**src/rtl/uart_rx_if.sv**
```systemverilog
// Receiver-side signal bundle for uart_rx: Tick/Rx in, received word and status pulses out,
// plus a debug view of the receiver FSM state.
interface uart_rx_if #(
    parameter int DATA_BITS = 8
);
    logic                 Tick;
    logic                 Rx;
    logic [DATA_BITS-1:0] Data;
    logic                 Valid;
    logic                 FrameError;
    logic                 ParityError;
    logic [2:0]           state_dbg;

    // Valid/FrameError/ParityError are one-cycle pulses with no back-pressure: Data is
    // meaningful in the cycle a pulse is high and holds until the next pulse.
    modport slave (
        input  Tick, Rx,
        output Data, Valid, FrameError, ParityError, state_dbg
    );

    modport master (
        output Tick, Rx,
        input  Data, Valid, FrameError, ParityError, state_dbg
    );
endinterface

```
**src/rtl/uart_rx.sv**
```systemverilog
// Oversampling UART receiver: 2-flop synchronizer, mid-bit sampling FSM, registered pulses.
// Optional even-parity bit enabled with macro UART_RX_PARITY_EN.
module uart_rx #(
    parameter int DATA_BITS  = 8,
    parameter int OVERSAMPLE = 16
) (
    input logic      Clock,
    input logic      Reset,
    uart_rx_if.slave bus
);
    localparam int CNT_W = $clog2(OVERSAMPLE);
    localparam int BIT_W = $clog2(DATA_BITS);
    localparam logic [CNT_W-1:0] CNT_MID  = CNT_W'(OVERSAMPLE / 2 - 1);
    localparam logic [CNT_W-1:0] CNT_LAST = CNT_W'(OVERSAMPLE - 1);
    localparam logic [BIT_W-1:0] BIT_LAST = BIT_W'(DATA_BITS - 1);

    typedef enum logic [2:0] {
        S_IDLE      = 3'd0,
        S_START     = 3'd1,
        S_DATA      = 3'd2,
`ifdef UART_RX_PARITY_EN
        S_PARITY    = 3'd3,
`endif
        S_STOP      = 3'd4,
        S_WAIT_HIGH = 3'd5
    } state_t;

    state_t               state_q, state_d;
    logic                 rx_meta_q, rx_meta_d;
    logic                 rx_s_q, rx_s_d;
    logic [CNT_W-1:0]     cnt_q, cnt_d;
    logic [BIT_W-1:0]     bit_cnt_q, bit_cnt_d;
    logic [DATA_BITS-1:0] shift_q, shift_d;
    logic [DATA_BITS-1:0] data_q, data_d;
    logic                 valid_q, valid_d;
    logic                 frame_error_q, frame_error_d;
    logic                 parity_error_q, parity_error_d;
`ifdef UART_RX_PARITY_EN
    logic                 par_bad_q, par_bad_d;
`endif

    always_comb begin
        rx_meta_d      = bus.Rx;
        rx_s_d         = rx_meta_q;
        state_d        = state_q;
        cnt_d          = cnt_q;
        bit_cnt_d      = bit_cnt_q;
        shift_d        = shift_q;
        data_d         = data_q;
        valid_d        = 1'b0;
        frame_error_d  = 1'b0;
        parity_error_d = 1'b0;
`ifdef UART_RX_PARITY_EN
        par_bad_d      = par_bad_q;
`endif
        // Nothing but the pulse outputs may move on a Tick-free cycle.
        if (bus.Tick) begin
            cnt_d = cnt_q + 1'b1;
            case (state_q)
                S_IDLE: begin
                    cnt_d = '0;
                    if (!rx_s_q) state_d = S_START;
                end
                S_START: begin
                    if (cnt_q == CNT_MID) begin
                        cnt_d     = '0;
                        bit_cnt_d = '0;
                        state_d   = rx_s_q ? S_IDLE : S_DATA;
                    end
                end
                S_DATA: begin
                    if (cnt_q == CNT_LAST) begin
                        cnt_d     = '0;
                        shift_d   = {rx_s_q, shift_q[DATA_BITS-1:1]};
                        bit_cnt_d = bit_cnt_q + 1'b1;
                        if (bit_cnt_q == BIT_LAST) begin
`ifdef UART_RX_PARITY_EN
                            state_d = S_PARITY;
`else
                            state_d = S_STOP;
`endif
                        end
                    end
                end
`ifdef UART_RX_PARITY_EN
                S_PARITY: begin
                    if (cnt_q == CNT_LAST) begin
                        cnt_d     = '0;
                        par_bad_d = rx_s_q ^ (^shift_q);
                        state_d   = S_STOP;
                    end
                end
`endif
                S_STOP: begin
                    if (cnt_q == CNT_LAST) begin
                        cnt_d  = '0;
                        data_d = shift_q;
                        if (rx_s_q) begin
                            valid_d = 1'b1;
`ifdef UART_RX_PARITY_EN
                            parity_error_d = par_bad_q;
`endif
                            state_d = S_IDLE;
                        end else begin
                            frame_error_d = 1'b1;
                            state_d       = S_WAIT_HIGH;
                        end
                    end
                end
                S_WAIT_HIGH: begin
                    // A held-low line (break) must go high before a new start can be seen.
                    cnt_d = '0;
                    if (rx_s_q) state_d = S_IDLE;
                end
                default: begin
                    cnt_d   = '0;
                    state_d = S_IDLE;
                end
            endcase
        end
    end

    always_ff @(posedge Clock) begin
        if (Reset) begin
            state_q        <= S_IDLE;
            rx_meta_q      <= 1'b1;
            rx_s_q         <= 1'b1;
            cnt_q          <= '0;
            bit_cnt_q      <= '0;
            shift_q        <= '0;
            data_q         <= '0;
            valid_q        <= 1'b0;
            frame_error_q  <= 1'b0;
            parity_error_q <= 1'b0;
`ifdef UART_RX_PARITY_EN
            par_bad_q      <= 1'b0;
`endif
        end else begin
            state_q        <= state_d;
            rx_meta_q      <= rx_meta_d;
            rx_s_q         <= rx_s_d;
            cnt_q          <= cnt_d;
            bit_cnt_q      <= bit_cnt_d;
            shift_q        <= shift_d;
            data_q         <= data_d;
            valid_q        <= valid_d;
            frame_error_q  <= frame_error_d;
            parity_error_q <= parity_error_d;
`ifdef UART_RX_PARITY_EN
            par_bad_q      <= par_bad_d;
`endif
        end
    end

    assign bus.Data        = data_q;
    assign bus.Valid       = valid_q;
    assign bus.FrameError  = frame_error_q;
    assign bus.ParityError = parity_error_q;
    assign bus.state_dbg   = state_q;
endmodule

```
**src/flat_wrapper.sv**
```systemverilog
// flat-port wrapper written by rule: the top's interface ports become plain ports
module uart_rx_flat 
#(
    parameter int DATA_BITS  = 8,
    parameter int OVERSAMPLE = 16
)
  (Clock, Reset, bus_Tick, bus_Rx, bus_Data, bus_Valid, bus_FrameError, bus_ParityError, bus_state_dbg);
  uart_rx_if #(.DATA_BITS(DATA_BITS)) bus_i ();
  input logic Clock;
  input logic Reset;
  input wire logic [$bits(bus_i.Tick)-1:0] bus_Tick;
  input wire logic [$bits(bus_i.Rx)-1:0] bus_Rx;
  output wire logic [$bits(bus_i.Data)-1:0] bus_Data;
  output wire logic [$bits(bus_i.Valid)-1:0] bus_Valid;
  output wire logic [$bits(bus_i.FrameError)-1:0] bus_FrameError;
  output wire logic [$bits(bus_i.ParityError)-1:0] bus_ParityError;
  output wire logic [$bits(bus_i.state_dbg)-1:0] bus_state_dbg;
  assign bus_i.Tick = bus_Tick;
  assign bus_i.Rx = bus_Rx;
  assign bus_Data = bus_i.Data;
  assign bus_Valid = bus_i.Valid;
  assign bus_FrameError = bus_i.FrameError;
  assign bus_ParityError = bus_i.ParityError;
  assign bus_state_dbg = bus_i.state_dbg;
  uart_rx #(.DATA_BITS(DATA_BITS), .OVERSAMPLE(OVERSAMPLE)) u_core (.Clock(Clock), .Reset(Reset), .bus(bus_i));
endmodule
```
**config.mk**
```make
export PLATFORM = sky130hd
export DESIGN_NAME = uart_rx_flat
export DESIGN_NICKNAME = d
export VERILOG_FILES = /design/src/rtl/uart_rx_if.sv /design/src/rtl/uart_rx.sv /design/src/flat_wrapper.sv
export SDC_FILE = /design/constraint.sdc
export NUM_CORES = 1
export LEC_CHECK = 0
export BUFFER_PORTS_ARGS = -buffer_cell sky130_fd_sc_hd__buf_4
export CAP_MARGIN = 0
export CORE_ASPECT_RATIO = 1.4
export CORE_UTILIZATION = 45
export CTS_BUF_LIST = sky130_fd_sc_hd__clkbuf_8
export DETAILED_ROUTE_END_ITERATION = 10
export GPL_TIMING_DRIVEN = 0
export PLACE_DENSITY = 0.75
export RECOVER_POWER = 100
export SYNTH_ARGS = -nofsm -noshare
export SYNTH_HDL_FRONTEND = slang
export SYNTH_SLANG_ARGS = --single-unit
```
**constraint.sdc**
```tcl
create_clock -name Clock -period 1.4 [get_ports Clock]
set_input_delay 0.28 -clock Clock [delete_from_list [all_inputs] [get_ports Clock]]
set_output_delay 0.28 -clock Clock [all_outputs]
set_load 0.03 [all_outputs]
```
==> results by group, run 1 <==
Yosys
  • Synth top area share: 43.8%
  • Post-Syn Area: 0.00137 mm2
  • Synth top area cells: dfxtp_1 (44%), mux2i_1 (12%), nor2_1 (6.0%), ha_1 (2.7%), nand2b_1 (2.7%)
  • Synth Warn #: 0
  • Fraction of registers with async set/reset: 0%
  • EDFF count, synth: 0
  • Syn avg cell area: 9.87 um2
  • Net count after synthesis: 146
  • Post-Syn Instances: 139
  • Main synth FF type: dfxtp_1
  • Seq/Total Area, Yosys: 43.8%
  • Number of distinct library cells after synthesis: 40
  • Yosys reg bits: 30
  • Most area-hungry cell type in the Yosys netlist: dfxtp_1

Floorplanning
  • Die Height: 67.3 um
  • DIE AREA: 0.00328 mm2
  • Core ar.: 0.00288 mm2
  • Initial core utilization: 47.7%
  • Cell row count: 23
  • # IOs: 18
  • DIE WIDTH: 48.7 um

Run status
  • Status: finished, violations left
  • Failing checks: negative setup slack

STA
  • RSZ-0062 raised after global routing: true
  • Final hold slack: 193 ps
  • Setup_tns: -800 ps
  • Crit path time final: 1500 ps
  • Final slew viol count: 0
  • Final Cycle Share: 107%
  • Final Skew: 4.35 ps
  • Final setup margin: -104 ps
  • Hold Violations, Final: 0
  • Max Clock Freq: 0.665 GHz
  • # setup viols final: 14

Run
  • Max Cap Viol: 0

Global routing
  • Congestion Overflow GR: 0
  • First-pass GRT wire length: 4790 um
  • Vias in the first global route: 1062
  • Antenna violations before repair: 0
  • All-Layer GR Usage: 20.0%
  • Largest net degree at the start of global routing: 12

Setup path
  • CP Launch Type: flip-flop
  • Worst Path Arrival: 1650 ps
  • WS Path Type: flip-flop to flip-flop
  • Crit. End Element: flip-flop
  • Worst Path Max Fanout: 5
  • Worst-case reg-to-reg path depth: 6
  • Required time of the critical path: 1550 ps

Clocking
  • Post-CTS Hold Buffers: 0
  • H-Tree Depth: 2
  • CTS root buffer: clkbuf_8
  • Clock transition at path regs: 60 ps
  • Clk sinks: 30
  • Clock Tree Buf Depth: 2
  • Cts bufs inserted: 5
  • Clk Latency, worst-skew pair: 280 ps
  • CTS tree: yes

Worst hold path
  • Hold Path Class: primary input to flip-flop
  • Hold Path Cell Cnt: 2

Drt
  • DRT Wirelength: 3090 um
  • DR WL/cell: 14.6 um
  • Number of remaining DRC errors: 0
  • Vias/cell: 5.45
  • DR vias: 1151
  • Final ANT Viol Nets: 0
  • Iter 0 DRT Violations: 12
  • First-pass iteration count of the detailed router: 4

Cells and area
  • Design Area, Final: 0.00179 mm2
  • Fraction of layout cells with a size suffix above 1: 29.3%
  • # fillers: 252
  • Post-layout util: 62.3%
  • ANT cells: 0
  • Commonest non-fill, non-tap cell in the layout: dfxtp_1
  • # nets final: 180
  • Most frequent cells in the layout: dfxtp_1 (23), nor2_1 (22), mux2i_1 (17)
  • P&R area growth vs syn: 30.6%

Pwr
  • Pwr dens: 923 mW/mm2
  • Max VDD drop: 0.719 mV
  • Leakage power: 0.661 nW

Placement
  • Cell Area, Placed: 0.00156 mm2
  • Final HPWL DP: 1870 um
  • RePlAce Congestion: 0.909
  • Dpl ws: -233 ps
  • I/O Buffers: 16
[cell type report]
type	count	area [um2]	share of cell area [%]
plain buffers	9	61.3	3.42
clock buffers	6	82.6	4.61
clock inverters	2	8.76	0.488
inverters	1	3.75	0.209
multi-input cells	98	786	43.8
flip-flops and latches	30	619	34.5
well taps	37	46.3	2.58
repair buffers	28	185	10.3
[cell usage after synthesis (2+ instances only)]
cell and number:
dfxtp_1 30, nor2_1 22, mux2i_1 17, nand2b_1 6, nand3_1 5, buf_4 3, clkbuf_1 3, ha_1 3
o211ai_1 3, o21ai_0 3, or2_2 3, a21oi_1 2, a22oi_1 2, a31oi_1 2, and3_1 2, and3b_1 2
buf_6 2, nand2_1 2, nand3b_1 2, nand4b_1 2, o21a_1 2, o41ai_1 2, or3b_4 2
[layer usage]
metal | GRT usage, % | wire, um | part of all wire [%]
met1 | 20.6 | 1200 | 39
met5 | 0 | 0 | 0
met2 | 34.5 | 1700 | 55
met3 | 5.41 | 123 | 4.0
met4 | 15.4 | 75 | 2.4
[kinds of logic after synthesis]
kind of cell | after synthesis | synth area share, %
xor gates and xnor gates | 2 | 1.82
other | 1 | 0.273
buffers and inverters | 11 | 5.01
and+or+nand+nor | 55 | 22.2
DFF | 30 | 43.8
adders and majority gates | 3 | 2.74
muxes | 17 | 12.4
AOI/OAI and AO/OA | 20 | 11.9
[final timing paths]
kind | start | end | slack, ps
setup / recovery | u_core.cnt_q[0]$_SDFFE_PP0P_ | u_core.bus.Data[6]$_SDFFE_PP0P_ | -100
setup reg to reg | u_core.cnt_q[0]$_SDFFE_PP0P_ | u_core.bus.Data[6]$_SDFFE_PP0P_ | -100
hold reg to reg | u_core.rx_meta_q$_SDFF_PP1_ | u_core.rx_s_q$_SDFF_PP1_ | 440
hold / removal | bus_Rx | u_core.rx_meta_q$_SDFF_PP1_ | 190
[worst max-delay path, stage by stage (launching register included)]
cell	delay [ps]
dfxtp_4	360
ha_4	150
nand4_1	140
nor3_2	210
buf_4	210
mux2i_1	240
nor2_1	70
[repair_timing]
action	in CTS	in global routing
setup endpoints to repair	24	25
pin swaps	5	6
gates cloned	2	0
gates resized for setup	11	15
buffers inserted	5	5
[flip-flops by register name, summed over array words and instances, names as in the netlist]
name	count
u_core.cnt_q	4
u_core.shift_q	8
u_core.bus.state_dbg	3
u_core.bus.FrameError	1
u_core.bus.Valid	1
u_core.bit_cnt_q	3
u_core.bus.Data	8
u_core.rx_meta_q	1
u_core.rx_s_q	1
[through the flow]
step	instances	total power, mW
after floorplan	139	0.929
after global placement	192	0.948
after detailed placement	192	0.951
after CTS	206	1.66
after global routing	211	1.72
final	211	1.65
[report_power, final]
part	total (mW)	switching [mW]	leakage, nW	internal, mW
clock network	0.710	0.322	0.0524	0.388
registers	0.858	0.00592	0.247	0.852
logic	0.0865	0.0528	0.362	0.0337
Note: power is estimated with default switching activity, not from simulation.
==> run 2: changes to the inputs <==
--- a/config.mk
+++ b/config.mk
@@ -8,11 +8,11 @@
 export BUFFER_PORTS_ARGS = -buffer_cell sky130_fd_sc_hd__buf_4
 export CAP_MARGIN = 0
 export CORE_ASPECT_RATIO = 1.4
-export CORE_UTILIZATION = 45
+export CORE_UTILIZATION = 33
 export CTS_BUF_LIST = sky130_fd_sc_hd__clkbuf_8
 export DETAILED_ROUTE_END_ITERATION = 10
 export GPL_TIMING_DRIVEN = 0
-export PLACE_DENSITY = 0.75
+export PLACE_DENSITY = 0.6
 export RECOVER_POWER = 100
 export SYNTH_ARGS = -nofsm -noshare
 export SYNTH_HDL_FRONTEND = slang
==> run 2 against run 1 <==
Sequential cell count stayed put. Critical path type unchanged. Critical path depth grew 1. The run still ends with negative setup slack left. Clock power decreased by 8.2%. Total power is 3.2% lower. Design area grew 2.2%.
==> results by group, run 2 (same netlist as run 1, synthesis figures left out) <==
STA
  • Final slew viol count: 0 (unchanged)
  • Worst Tran Pin Value: 544 ps
  • Setup_tns: -1630 ps (-834 ps)
  • Hold Violations, Final: 0 (unchanged)
  • Final hold slack: 181 ps (-11.9 ps)
  • Slew headroom: 63.3%
  • Final Skew: 5.67 ps (+1.32 ps)
  • Crit path time final: 1520 ps (+15.4 ps)
  • # setup viols final: 20 (+6)
  • RSZ-0062 raised after global routing: true
  • Final Cycle Share: 109% (+1.1 points)
  • Final setup margin: -120 ps (-15.4 ps)
  • Max Clock Freq: 0.658 GHz (-1.0%)

Pwr
  • Max VDD drop: 0.697 mV (-3.1%)
  • Leakage power: 0.676 nW (+2.2%)
  • Pwr dens: 874 mW/mm2 (-5.3%)

Setup path
  • Crit. End Element: flip-flop
  • R2r endpoint: u_core.bus.state_dbg[1]$_SDFFE_PP0P_
  • Worst Path Max Fanout: 6 (+1)
  • Worst-case reg-to-reg path depth: 7 (+1)
  • Required time of the critical path: 1560 ps (about the same)
  • Worst r2r src: u_core.cnt_q[0]$_SDFFE_PP0P_
  • Worst Setup SP: u_core.cnt_q[0]$_SDFFE_PP0P_
  • Worst Path Arrival: 1680 ps (+30 ps)
  • R2R Setup Slk: -120 ps (-20 ps)
  • WS Path Type: flip-flop to flip-flop
  • Crit path to: u_core.bus.state_dbg[1]$_SDFFE_PP0P_
  • CP Launch Type: flip-flop

Cells and area
  • ANT cells: 0 (unchanged)
  • Commonest non-fill, non-tap cell in the layout: dfxtp_1
  • P&R area growth vs syn: 33.5%
  • Design Area, Final: 0.00183 mm2 (+2.2%)
  • # nets final: 185 (+2.8%)
  • Fraction of layout cells with a size suffix above 1: 33.1% (+3.8 points)
  • Most frequent cells in the layout: dfxtp_1 (23), nor2_1 (22), mux2i_1 (16), buf_4 (16), clkbuf_1 (15)

Clocking
  • Clk Latency, worst-skew pair: 280 ps (about the same)
  • Post-CTS Hold Buffers: 0 (unchanged)
  • Clk sinks: 30 (unchanged)
  • Clock Tree Buf Depth: 2 (unchanged)
  • Cts bufs inserted: 5 (unchanged)
  • H-Tree Depth: 2 (unchanged)
  • CTS root buffer: clkbuf_8
  • CTS tree: yes
  • Clock transition at path regs: 70 ps (about the same)

Floorplanning
  • Cell row count: 27 (+17%)
  • Core ar.: 0.00395 mm2 (+37%)
  • DIE WIDTH: 56.5 um (+16%)
  • Die Height: 78.3 um (+16%)
  • DIE AREA: 0.00442 mm2 (+35%)
  • # IOs: 18 (unchanged)
  • Initial core utilization: 34.7% (-13 points)

Global routing
  • Largest net degree at the start of global routing: 11 (-1)
  • Vias in the first global route: 1161 (+9.3%)
  • First-pass GRT wire length: 5200 um (+8.6%)
  • Congestion Overflow GR: 0 (unchanged)
  • All-Layer GR Usage: 15.2% (-4.8 points)
  • Antenna violations before repair: 0 (unchanged)

Placement
  • Final HPWL DP: 1900 um (+1.6%)
  • RePlAce Congestion: 0.726 (-20%)
  • I/O Buffers: 16 (unchanged)
  • Cell Area, Placed: 0.00157 mm2 (+0.48%)

Worst hold path
  • Hold Path Class: primary input to flip-flop

Drt
  • Met3 routed WL: 129 um (+4.9%)
  • DR WL/cell: 14.3 um (-2.1%)
  • Final ANT Viol Nets: 0 (unchanged)
  • First-pass iteration count of the detailed router: 4 (unchanged)
  • DRT Wirelength: 3170 um (+2.6%)
  • Number of remaining DRC errors: 0 (unchanged)
  • DR vias: 1160 (+0.78%)
  • Vias/cell: 5.25 (-3.8%)
  • Highest routed layer: met4
  • Met2 Routed Length: 1740 um (+2.3%)
  • Post-Route M1 WL: 1250 um (+4.3%)
  • Iter 0 DRT Violations: 19 (+7)

Run
  • Max Cap Viol: 0 (unchanged)

Run status
  • Status: finished, violations left
  • Failing checks: negative setup slack
-- run 2: repair_timing --
item                                    CTS  global route
endpoints found under the setup margin   24            26
pin swaps                                 6             1
resized for setup                        17            10
gates cloned                              2             0
setup buffers                            14             1
endpoints found under the hold margin     0             0
-- run 2: worst max-delay path, cell delays in order (launching register included) --
cell and delay [ps]:
dfxtp_2 360, ha_4 150, buf_6 100, and3b_2 190, o32ai_4 90, buf_6 150, o311ai_4 250, o41ai_2 100
-- run 2: report_power, final --
group          switching, mW  internal [mW]
Clock                  0.320          0.333
Sequential           0.00436          0.853
Combinational         0.0546         0.0374
Total                  0.379           1.22
-- run 2: area by class of cell --
type / instances / area, um2
buffer: 9 / 61.3
clock buffer: 5 / 68.8
clock inverter: 2 / 10.0
fill: 396 / 2120
inverter: 1 / 3.75
multi-input combinational: 98 / 786
sequential: 30 / 617
tap: 43 / 53.8
timing repair buffer: 33 / 233
-- run 2: worst min path at each step --
stage	slack [ps]	cells after the start	endpoint	from
CTS	180	2	u_core.rx_meta_q$_SDFF_PP1_	bus_Rx
finish	180	2	u_core.rx_meta_q$_SDFF_PP1_	bus_Rx
global placement	400	1	u_core.rx_s_q$_SDFF_PP1_	u_core.rx_meta_q$_SDFF_PP1_
floorplan	380	1	u_core.rx_meta_q$_SDFF_PP1_	bus_Rx
detailed placement	400	1	u_core.rx_s_q$_SDFF_PP1_	u_core.rx_meta_q$_SDFF_PP1_
global route	180	2	u_core.rx_meta_q$_SDFF_PP1_	bus_Rx
-- run 2: routing by layer --
metal / up-vias / track usage (%)
met3: 9 / 4.12
met2: 27 / 28.2
met1: 555 / 14.9
met4: 0 / 8.05
met5: - / 0
li1: 569 / -
-- run 2: per-stage QoR --
step / utilization [%] / setup slack, ps / instances / power [mW]
final: 46.4 / -120 / 221 / 1.60
after global routing: 46.4 / -212 / 221 / 1.66
after CTS: 46.3 / -138 / 220 / 1.61
after detailed placement: 39.6 / -198 / 198 / 0.952
after global placement: 39.6 / -199 / 198 / 0.950
after floorplan: - / -109 / 139 / 0.929
==> run 3: changes to the inputs <==
--- a/config.mk
+++ b/config.mk
@@ -7,7 +7,7 @@
 export LEC_CHECK = 0
 export BUFFER_PORTS_ARGS = -buffer_cell sky130_fd_sc_hd__buf_4
 export CAP_MARGIN = 0
-export CORE_ASPECT_RATIO = 1.4
+export CORE_ASPECT_RATIO = 0.6
 export CORE_UTILIZATION = 33
 export CTS_BUF_LIST = sky130_fd_sc_hd__clkbuf_8
 export DETAILED_ROUTE_END_ITERATION = 10
==> run 3 against run 2 <==
The run still ends with negative setup slack left. Highest routed layer unchanged. Sequential cell count did not move. Core utilization is 1.5 points higher. Final cell count increased by 0.90%. Maximum frequency fell by 2.1%. Critical path depth decreased by 1. Die area is 0.11% higher. Via count is 0.17% lower. First-iteration DRC count grew to 2.7 times the previous value. Sequential power about the same.
==> results by group, run 3 (same netlist as run 1, synthesis figures left out) <==
Run status
  • Status: finished, violations left
  • Failing checks: negative setup slack

Clocking
  • Clock transition at path regs: 70 ps (about the same)
  • Clock Tree Buf Depth: 2 (unchanged)
  • H-Tree Depth: 2 (unchanged)
  • CTS root buffer: clkbuf_8
  • CTS tree: yes
  • Clk Latency, worst-skew pair: 280 ps (about the same)
  • Cts bufs inserted: 5 (unchanged)
  • Clk sinks: 30 (unchanged)
  • Post-CTS Hold Buffers: 0 (unchanged)

Pwr
  • Sw Ratio: 23.6% (about the same)
  • Int Pwr: 1.29 mW (+5.1%)
  • Max VDD drop: 0.549 mV (-21%)
  • Part of the power in registers: 51.0% (-2.5 points)
  • Power consumption: 1.68 mW (+5.1%)
  • Clock share of power: 43.5% (+2.8 points)
  • Pwr dens: 918 mW/mm2 (+5.1%)
  • Leakage power: 0.670 nW (-0.86%)
  • P_sw: 0.398 mW (+5.1%)
  • Comb pwr share: 5.5% (-0.2 points)

Global routing
  • First-pass GRT wire length: 5380 um (+3.5%)
  • Congestion Overflow GR: 0 (unchanged)
  • Largest net degree at the start of global routing: 12 (+1)
  • All-Layer GR Usage: 16.1% (+0.92 points)
  • Vias in the first global route: 1096 (-5.6%)
  • Antenna violations before repair: 0 (unchanged)

Placement
  • RePlAce Congestion: 0.776 (+6.9%)
  • I/O Buffers: 16 (unchanged)
  • Final HPWL DP: 2000 um (+5.6%)
  • Dpl ws: -230 ps (-31.7 ps)
  • Cell Area, Placed: 0.00157 mm2 (+0.32%)

Setup path
  • CP Launch Type: flip-flop
  • Crit. End Element: flip-flop
  • Crit-path slowest cell: dfxtp_2
  • CP delay by family, top: simple AND/OR/NAND/NOR gates
  • Worst Path Arrival: 1700 ps (+20 ps)
  • Worst Path Max Fanout: 5 (-1)
  • Cell Chain, Critical Path: ha_4 -> nand4_1 -> nor3_2 -> buf_4 -> mux2i_1 -> nor2_1
  • Largest stage delay, worst path: 360 ps (about the same)
  • Worst path bufs/invs: 1 (-1)
  • WS Path Type: flip-flop to flip-flop
  • Required time of the critical path: 1540 ps (-20 ps)

Cells and area
  • Design Area, Final: 0.00183 mm2 (unchanged)
  • Register area: 617 um2 (unchanged)
  • Most frequent cells in the layout: dfxtp_1 (23), nor2_1 (22), mux2i_1 (17)
  • Fraction of layout cells with a size suffix above 1: 31.8% (-1.3 points)
  • Post-layout util: 47.9% (+1.5 points)
  • Commonest non-fill, non-tap cell in the layout: dfxtp_1
  • # nets final: 182 (-1.6%)
  • # fillers: 380 (-4.0%)
  • P&R area growth vs syn: 33.5% (unchanged)
  • Area of the multi-input gates: 787 um2 (+0.16%)
  • ANT cells: 0 (unchanged)

Drt
  • DR WL/cell: 14.9 um (+3.6%)
  • DR vias: 1158 (-0.17%)
  • Iter 0 DRT Violations: 52 (+33)
  • First-pass iteration count of the detailed router: 4 (unchanged)
  • Final ANT Viol Nets: 0 (unchanged)
  • Vias/cell: 5.19 (-1.1%)
  • Number of remaining DRC errors: 0 (unchanged)
  • DRT Wirelength: 3310 um (+4.5%)

STA
  • Final Skew: 5.94 ps (+0.274 ps)
  • Final Cycle Share: 111% (+2.4 points)
  • # setup viols final: 22 (+10%)
  • Worst Tran Pin Value: 540 ps (-3.94 ps)
  • Max Clock Freq: 0.644 GHz (-2.1%)
  • Final slew viol count: 0 (unchanged)
  • Final setup margin: -153 ps (-33.2 ps)
  • Hold Violations, Final: 0 (unchanged)
  • Crit path time final: 1550 ps (+33.2 ps)
  • Setup_tns: -2500 ps (-864 ps)
  • Slew headroom: 64.0% (+0.65 points)
  • RSZ-0062 raised after global routing: true

Floorplanning
  • # IOs: 18 (unchanged)
  • DIE AREA: 0.00443 mm2 (+0.11%)
  • Core ar.: 0.00383 mm2 (-3.1%)
  • Die Height: 52.0 um (-34%)
  • Cell row count: 17 (-37%)
  • Initial core utilization: 35.8% (+1.1 points)
  • DIE WIDTH: 85.3 um (+51%)

Run
  • Max Cap Viol: 0 (unchanged)

Worst hold path
  • Hold Path Class: primary input to flip-flop
[run 3: layer usage]
layer	track usage, %	part of all wire (%)	vias up	wire length [um]
li1	-	-	562	-
met1	21.3	50	560	1660
met2	25.7	44	32	1470
met3	5.40	5.1	4	170
met4	3.61	0.51	0	17
met5	0	0	-	0
[run 3: metrics by stage]
stage	hold WS, ps	std cells
after floorplan	384	139
after global placement	394	202
after detailed placement	400	202
after CTS	180	219
after global routing	174	223
final	185	223
[run 3: final timing paths]
| path | start | to | slack, ps | cells after the start |
|---|---|---|---|---|
| max | u_core.cnt_q[0]$_SDFFE_PP0P_ | u_core.bus.Data[3]$_SDFFE_PP0P_ | -150 | 6 |
| min | bus_Rx | u_core.rx_meta_q$_SDFF_PP1_ | 180 | 2 |
| max reg2reg | u_core.cnt_q[0]$_SDFFE_PP0P_ | u_core.bus.Data[3]$_SDFFE_PP0P_ | -150 | 6 |
| min reg2reg | u_core.rx_meta_q$_SDFF_PP1_ | u_core.rx_s_q$_SDFF_PP1_ | 410 | 1 |
[run 3: final cells by class]
class,count,area share (%)
timing repair buffer,30,11.4
clock inverter,2,0.614
tap,47,3.21
buffer,9,3.48
sequential,30,33.7
multi-input combinational,98,42.9
inverter,1,0.205
clock buffer,6,4.51
[run 3: worst reg2reg max path, delay by kind of cell (launching register included)]
family | cells | cell delay (ps)
mux | 1 | 200
flops | 1 | 360
fa+ha+maj | 1 | 140
simple gates | 3 | 520
buf+inv | 1 | 220
[run 3: power by group through the flow]
stage	Sequential [mW]	Clock (mW)	Combinational, mW
floorplan	0.880	0	0.0490
global placement	0.879	0	0.0722
detailed placement	0.880	0	0.0740
CTS	0.860	0.743	0.0814
finish	0.859	0.732	0.0923
global route	0.859	0.809	0.0983
[run 3: what timing repair did]
action	in CTS	in global routing
setup endpoints to repair	24	28
gates resized for setup	11	17
cloned	2	0
buffers inserted	8	4
pin swaps	9	5
